[src/rtl/rr_counter_arbiter.sv]
// Round-robin arbiter that serialises increment/decrement requests from NUM_REQ
// clients onto one shared wrap-around counter and returns the post-update value.
module rr_counter_arbiter #(
    parameter int NUM_REQ = 4,
    parameter int WIDTH   = 8
) (
    input  logic                        clk,
    input  logic                        rst_n,
    input  logic [NUM_REQ-1:0]          req_valid,
    input  logic [NUM_REQ-1:0]          req_up,
    output logic [NUM_REQ-1:0]          req_ready,
    input  logic                        clr,
    output logic                        resp_valid,
    input  logic                        resp_ready,
    output logic [$clog2(NUM_REQ)-1:0]  resp_id,
    output logic [WIDTH-1:0]            resp_count,
    output logic [WIDTH-1:0]            count,
    output logic                        busy
);

    localparam int ID_W = $clog2(NUM_REQ);

    typedef enum logic [1:0] {
        IDLE = 2'd0,
        EXEC = 2'd1,
        RESP = 2'd2
    } state_t;

    state_t            state_reg, state_next;
    logic [ID_W-1:0]   last_grant_reg, last_grant_next;
    logic [ID_W-1:0]   grant_id_reg, grant_id_next;
    logic              up_reg, up_next;
    logic [WIDTH-1:0]  count_reg, count_next;
    logic [ID_W-1:0]   resp_id_reg, resp_id_next;
    logic [WIDTH-1:0]  resp_count_reg, resp_count_next;

    logic              any_valid;
    logic [ID_W-1:0]   pick_id;
    logic [ID_W-1:0]   cand_id;
    logic              exec_take;

    assign any_valid = |req_valid;

    // Scan from the farthest candidate back to the nearest so the requester
    // closest after last_grant overwrites the others and wins.
    always_comb begin
        pick_id = '0;
        cand_id = '0;
        for (int k = NUM_REQ; k >= 1; k--) begin
            cand_id = ID_W'((int'(last_grant_reg) + k) % NUM_REQ);
            if (req_valid[cand_id]) begin
                pick_id = cand_id;
            end
        end
    end

    // A granted op is consumed only if its requester still holds valid in EXEC.
    assign exec_take = (state_reg == EXEC) && req_valid[grant_id_reg];

    generate
        for (genvar gi = 0; gi < NUM_REQ; gi++) begin : g_ready
            assign req_ready[gi] = exec_take && (grant_id_reg == ID_W'(gi));
        end
    endgenerate

    always_comb begin
        state_next      = state_reg;
        last_grant_next = last_grant_reg;
        grant_id_next   = grant_id_reg;
        up_next         = up_reg;
        count_next      = count_reg;
        resp_id_next    = resp_id_reg;
        resp_count_next = resp_count_reg;

        case (state_reg)
            IDLE: begin
                if (clr) begin
                    count_next = '0;
                end else if (any_valid) begin
                    grant_id_next = pick_id;
                    up_next       = req_up[pick_id];
                    state_next    = EXEC;
                end
            end

            EXEC: begin
                if (clr) begin
                    count_next = '0;
                end
                if (!req_valid[grant_id_reg]) begin
                    state_next = IDLE;
                end else begin
                    if (!clr) begin
                        count_next = up_reg ? (count_reg + WIDTH'(1))
                                            : (count_reg - WIDTH'(1));
                    end
                    resp_count_next = count_next;
                    resp_id_next    = grant_id_reg;
                    state_next      = RESP;
                end
            end

            RESP: begin
                if (clr) begin
                    count_next = '0;
                end
                if (resp_ready) begin
                    last_grant_next = grant_id_reg;
                    state_next      = IDLE;
                end
            end

            default: begin
                state_next = IDLE;
            end
        endcase
    end

    always_ff @(posedge clk or negedge rst_n) begin
        if (!rst_n) begin
            state_reg <= IDLE;
        end else begin
            state_reg <= state_next;
        end
    end

    always_ff @(posedge clk or negedge rst_n) begin
        if (!rst_n) begin
            last_grant_reg <= ID_W'(NUM_REQ - 1);
            grant_id_reg   <= '0;
            up_reg         <= 1'b0;
            count_reg      <= '0;
            resp_id_reg    <= '0;
            resp_count_reg <= '0;
        end else begin
            last_grant_reg <= last_grant_next;
            grant_id_reg   <= grant_id_next;
            up_reg         <= up_next;
            count_reg      <= count_next;
            resp_id_reg    <= resp_id_next;
            resp_count_reg <= resp_count_next;
        end
    end

    assign resp_valid = (state_reg == RESP);
    assign resp_id    = resp_id_reg;
    assign resp_count = resp_count_reg;
    assign count      = count_reg;
    assign busy       = (state_reg != IDLE);

endmodule

[config.mk]
export PLATFORM = sky130hd
export DESIGN_NAME = rr_counter_arbiter
export DESIGN_NICKNAME = d
export VERILOG_FILES = /design/src/rtl/rr_counter_arbiter.sv
export SDC_FILE = /design/constraint.sdc
export NUM_CORES = 1
export LEC_CHECK = 0
export BUFFER_PORTS_ARGS = -buffer_cell sky130_fd_sc_hd__buf_2
export CAP_MARGIN = 10
export CORE_ASPECT_RATIO = 2
export CORE_MARGIN = 2
export CORE_UTILIZATION = 30
export CTS_CLUSTER_DIAMETER = 150
export DETAILED_ROUTE_END_ITERATION = 6
export MAX_ROUTING_LAYER = met4
export PLACE_DENSITY_LB_ADDON = 0.12
export SYNTH_ARGS = -nofsm -noshare
export SYNTH_HDL_FRONTEND = slang
export SYNTH_SLANG_ARGS = --single-unit
[constraint.sdc]
create_clock -name clk -period 2.1 [get_ports clk]
set_input_delay 0.42 -clock clk [delete_from_list [all_inputs] [get_ports clk]]
set_output_delay 0.42 -clock clk [all_outputs]
set_load 0.01 [all_outputs]
==> results by group <==
Worst setup path
  – Crit end category: output port
  – Critical path, cell by cell: mux4_2, nand2_2, or2_4, nor3_1, buf_2
  – Worst Path Required: 1680 ps
  – Critical Path AT: 1700 ps
  – Worst r2r src: up_reg
  – Startpoint types: flop
  – Slowest stage cell, crit path: dfrtp_1
  – FF-to-FF setup slack: 110 ps
  – Crit path max fanout: 4
  – Max incr delay on CP: 410 ps
  – FF-to-FF path depth: 7
  – Worst path bufs/invs: 1
  – CP delay by family, top: simple AND/OR/NAND/NOR gates
  – Crit path kind: reg -> out
  – Reg-to-reg endpoint: count[7]

Clock tree
  – Worst-Skew Late Latency: 280 ps
  – CTS buffer count: 3
  – CTS tree: done
  – CTS Buffer Depth: 2
  – Clock-pin slew of the registers on the worst-case setup and hold paths: 100 ps
  – Clock Sink Count: 25
  – Root Driver: clkbuf_8
  – H-tree depth: 1
  – Hold Buf Count CTS: 0

Logic synthesis
  – Async SR Flop Fraction: 100.0%
  – EDFF count, synth: 0
  – Post-synthesis cell count: 155
  – Syn_nets: 174
  – Sequential area share after synthesis: 41.73%
  – Netlist Area Pre-Place: 1505 sq um
  – Synth cell types: 45
  – Main flop type after synthesis: dfrtp_1
  – Area leader, netlist: dfrtp_1
  – Seq cells post-synth: 25
  – Top cell type's share of synthesized area: 38.24%
  – Syn Area/Cell: 9.711 sq um
  – Synth top area cells: dfrtp_1 38%, a22o_1 6.4%, nand2_1 5.5%, o21ai_0 5.3%, ha_1 5.0%
  – Yosys warning total: 0

Floorplanning
  – Chip height: 104.2 um
  – Core ar.: 4865 sq um
  – Io pins: 36
  – Site row count: 36
  – Die Wd: 54.09 um
  – Die ar.: 5634 sq um
  – Initial core utilization: 30.94%

Route
  – Post-route ant nets: 0
  – Vias per cell: 5.302
  – Drt initial violations: 25
  – DRC: 0
  – DRT Wirelength: 4.081 mm
  – Vias: 1,352
  – First-pass detailed-route iteration total: 6
  – WL/cell: 16.00 um

STA
  – RSZ-0062 raised after global routing: yes
  – Setup ws final: -17.14 ps
  – Setup TNS: -37.93 ps
  – Crit path time final: 2117 ps
  – Max Clk Rate: 472.3 MHz
  – Max_slew headroom: 62.75%
  – Count of final setup violators: 3
  – Period utilization: 100.8%
  – Least-Margin Pin Slew: 558.8 ps
  – Slew Limit Fails: 0
  – Skew final: 11.74 ps
  – Final hold viol count: 0

Global route
  – GRT overflow: 0
  – Initial antenna violation count: 0
  – First-pass GRT wire length: 6.886 mm
  – Gr usage total: 16.59%
  – Largest net degree at the start of global routing: 26
  – Number of global-route vias before repair: 1,440

Cells and area
  – Non-filler cells, final: 255
  – Final core utilization: 38.61%
  – Final net count: 218
  – Layout cells sized above 1: 34.34%
  – ANT cells: 0
  – Layout area overhead: 24.77%

Outcome
  – Failing checks: setup timing
  – Status: finished, violations left

Pwr
  – Net Sw Power: 1282 uW
  – VDD IR max: 0.0006406 V
  – P_leak: 0.0009313 uW
  – Pwr Density: 1556 nW/um^2
  – Net Sw Frac: 43.85%
  – Power, Total: 2923 uW
  – Clock power share: 10.3%
  – Power share of the sequential group: 29.9%
  – Combinational share of power: 59.8%
  – Internal power: 1641 uW

Placement
  – Post-DP HPWL: 3.293 mm
  – Placed insts: 248
  – GPL Wtd Cong: 0.8942
  – Port Buf Inserts: 35

Run
  – Max-Cap Viols: 0

Worst hold path
  – Worst min-delay path category: in -> async
==> timing repair <==
action | 4_1_cts | 5_1_grt
hold endpoints to repair | 0 | 0
setup endpoints to repair | 5 | 8
pin swaps | 1 | 0
buffers inserted | 2 | 1
gates resized for setup | 4 | 5
==> power by group through the flow <==
stage	logic, uW	clock network, uW	registers [uW]
floorplan	1080	0	897
global placement	1600	0	874
CTS	1700	305	873
global route	1950	327	906
finish	1750	302	874
detailed placement	1630	0	882
==> final cells by class <==
type | count | area, sq um
flip-flops and latches | 25 | 628.1
inverters | 5 | 18.77
fillers | 504 | 2987
clock buffers | 3 | 41.29
multi-input cells | 119 | 863.3
repair buffers | 45 | 250.2
well taps | 57 | 71.32
clock inverters | 1 | 5.005
==> through the flow <==
stage          area, sq um  worst slack [ps]  hold slack [ps]
6_report              1878            -17.14            114.7
4_1_cts               1842            -26.34            154.1
5_1_grt               1878            -103.2            166.5
2_1_floorplan         1505             35.55            124.4
3_3_place_gp          1763             63.86            451.8
3_5_place_dp          1763            -38.59            457.2
==> worst register-to-register path, stage by stage, from the launching register on <==
cell      delay [ps]
dfrtp_1          380
inv_2            110
ha_1             330
a211oi_2          90
o211a_1          240
or3_1            370
and2_4           180
o311ai_2         210
==> cell usage after synthesis, drive strengths merged, types with 4 or more instances <==
| cell type | number |
|---|---|
| nand2 | 22 |
| a22o | 11 |
| dfrtp | 23 |
| nor2 | 6 |
| ha | 6 |
| o21ai | 16 |
| and3 | 4 |
| inv | 5 |
| a21oi | 8 |
| xnor2 | 4 |
==> worst max-delay path by stage <==
stage,startpoint,endpoint,depth (start not counted)
4_1_cts,grant_id_reg[0],req_ready[1],5
2_1_floorplan,grant_id_reg[0],req_ready[0],7
3_5_place_dp,up_reg,count[7],7
6_report,grant_id_reg[0],req_ready[0],5
3_3_place_gp,up_reg,count[7],7
5_1_grt,grant_id_reg[0],req_ready[1],5
==> cells in the final DEF, fill, tap and decap left out, types with 2 or more instances in the layout <==
| cell | n |
|---|---|
| mux2_2 | 2 |
| and3_1 | 4 |
| a21o_1 | 3 |
| dfstp_2 | 2 |
| a21oi_1 | 6 |
| clkbuf_8 | 3 |
| a21oi_2 | 2 |
| or3_1 | 2 |
| dfrtp_1 | 23 |
| buf_4 | 10 |
| o21a_1 | 3 |
| xnor2_1 | 4 |
| ha_1 | 4 |
| buf_2 | 35 |
| and2_4 | 2 |
| nor2_1 | 6 |
| nand2_1 | 21 |
| a22o_1 | 11 |
| nand2b_1 | 3 |
| a211oi_1 | 2 |
| o21ai_0 | 15 |
| inv_1 | 4 |
| ha_4 | 2 |
==> metal layers <==
metal	global-route usage, %	vias up	share of wire (%)	wire length (um)
met5	-	-	0	0
met4	5.179	0	1.9	78
met3	1.724	7	3.1	126
met2	30.31	34	59	2392
met1	17.47	662	36	1483
li1	-	649	-	-
==> cells by family after synthesis <==
logic type               after synthesis  share of synthesized area (%)
flip-flops                            25                          41.73
buffers and inverters                 11                          3.990
multiplexers                           4                          3.657
AND/OR/NAND/NOR                       49                          16.38
adder cells (fa/ha/maj)                7                          6.317
XOR/XNOR                               5                          2.909
AO/OA/AOI/OAI                         54                          25.02
No activity file was read; power rests on OpenSTA's default activity.
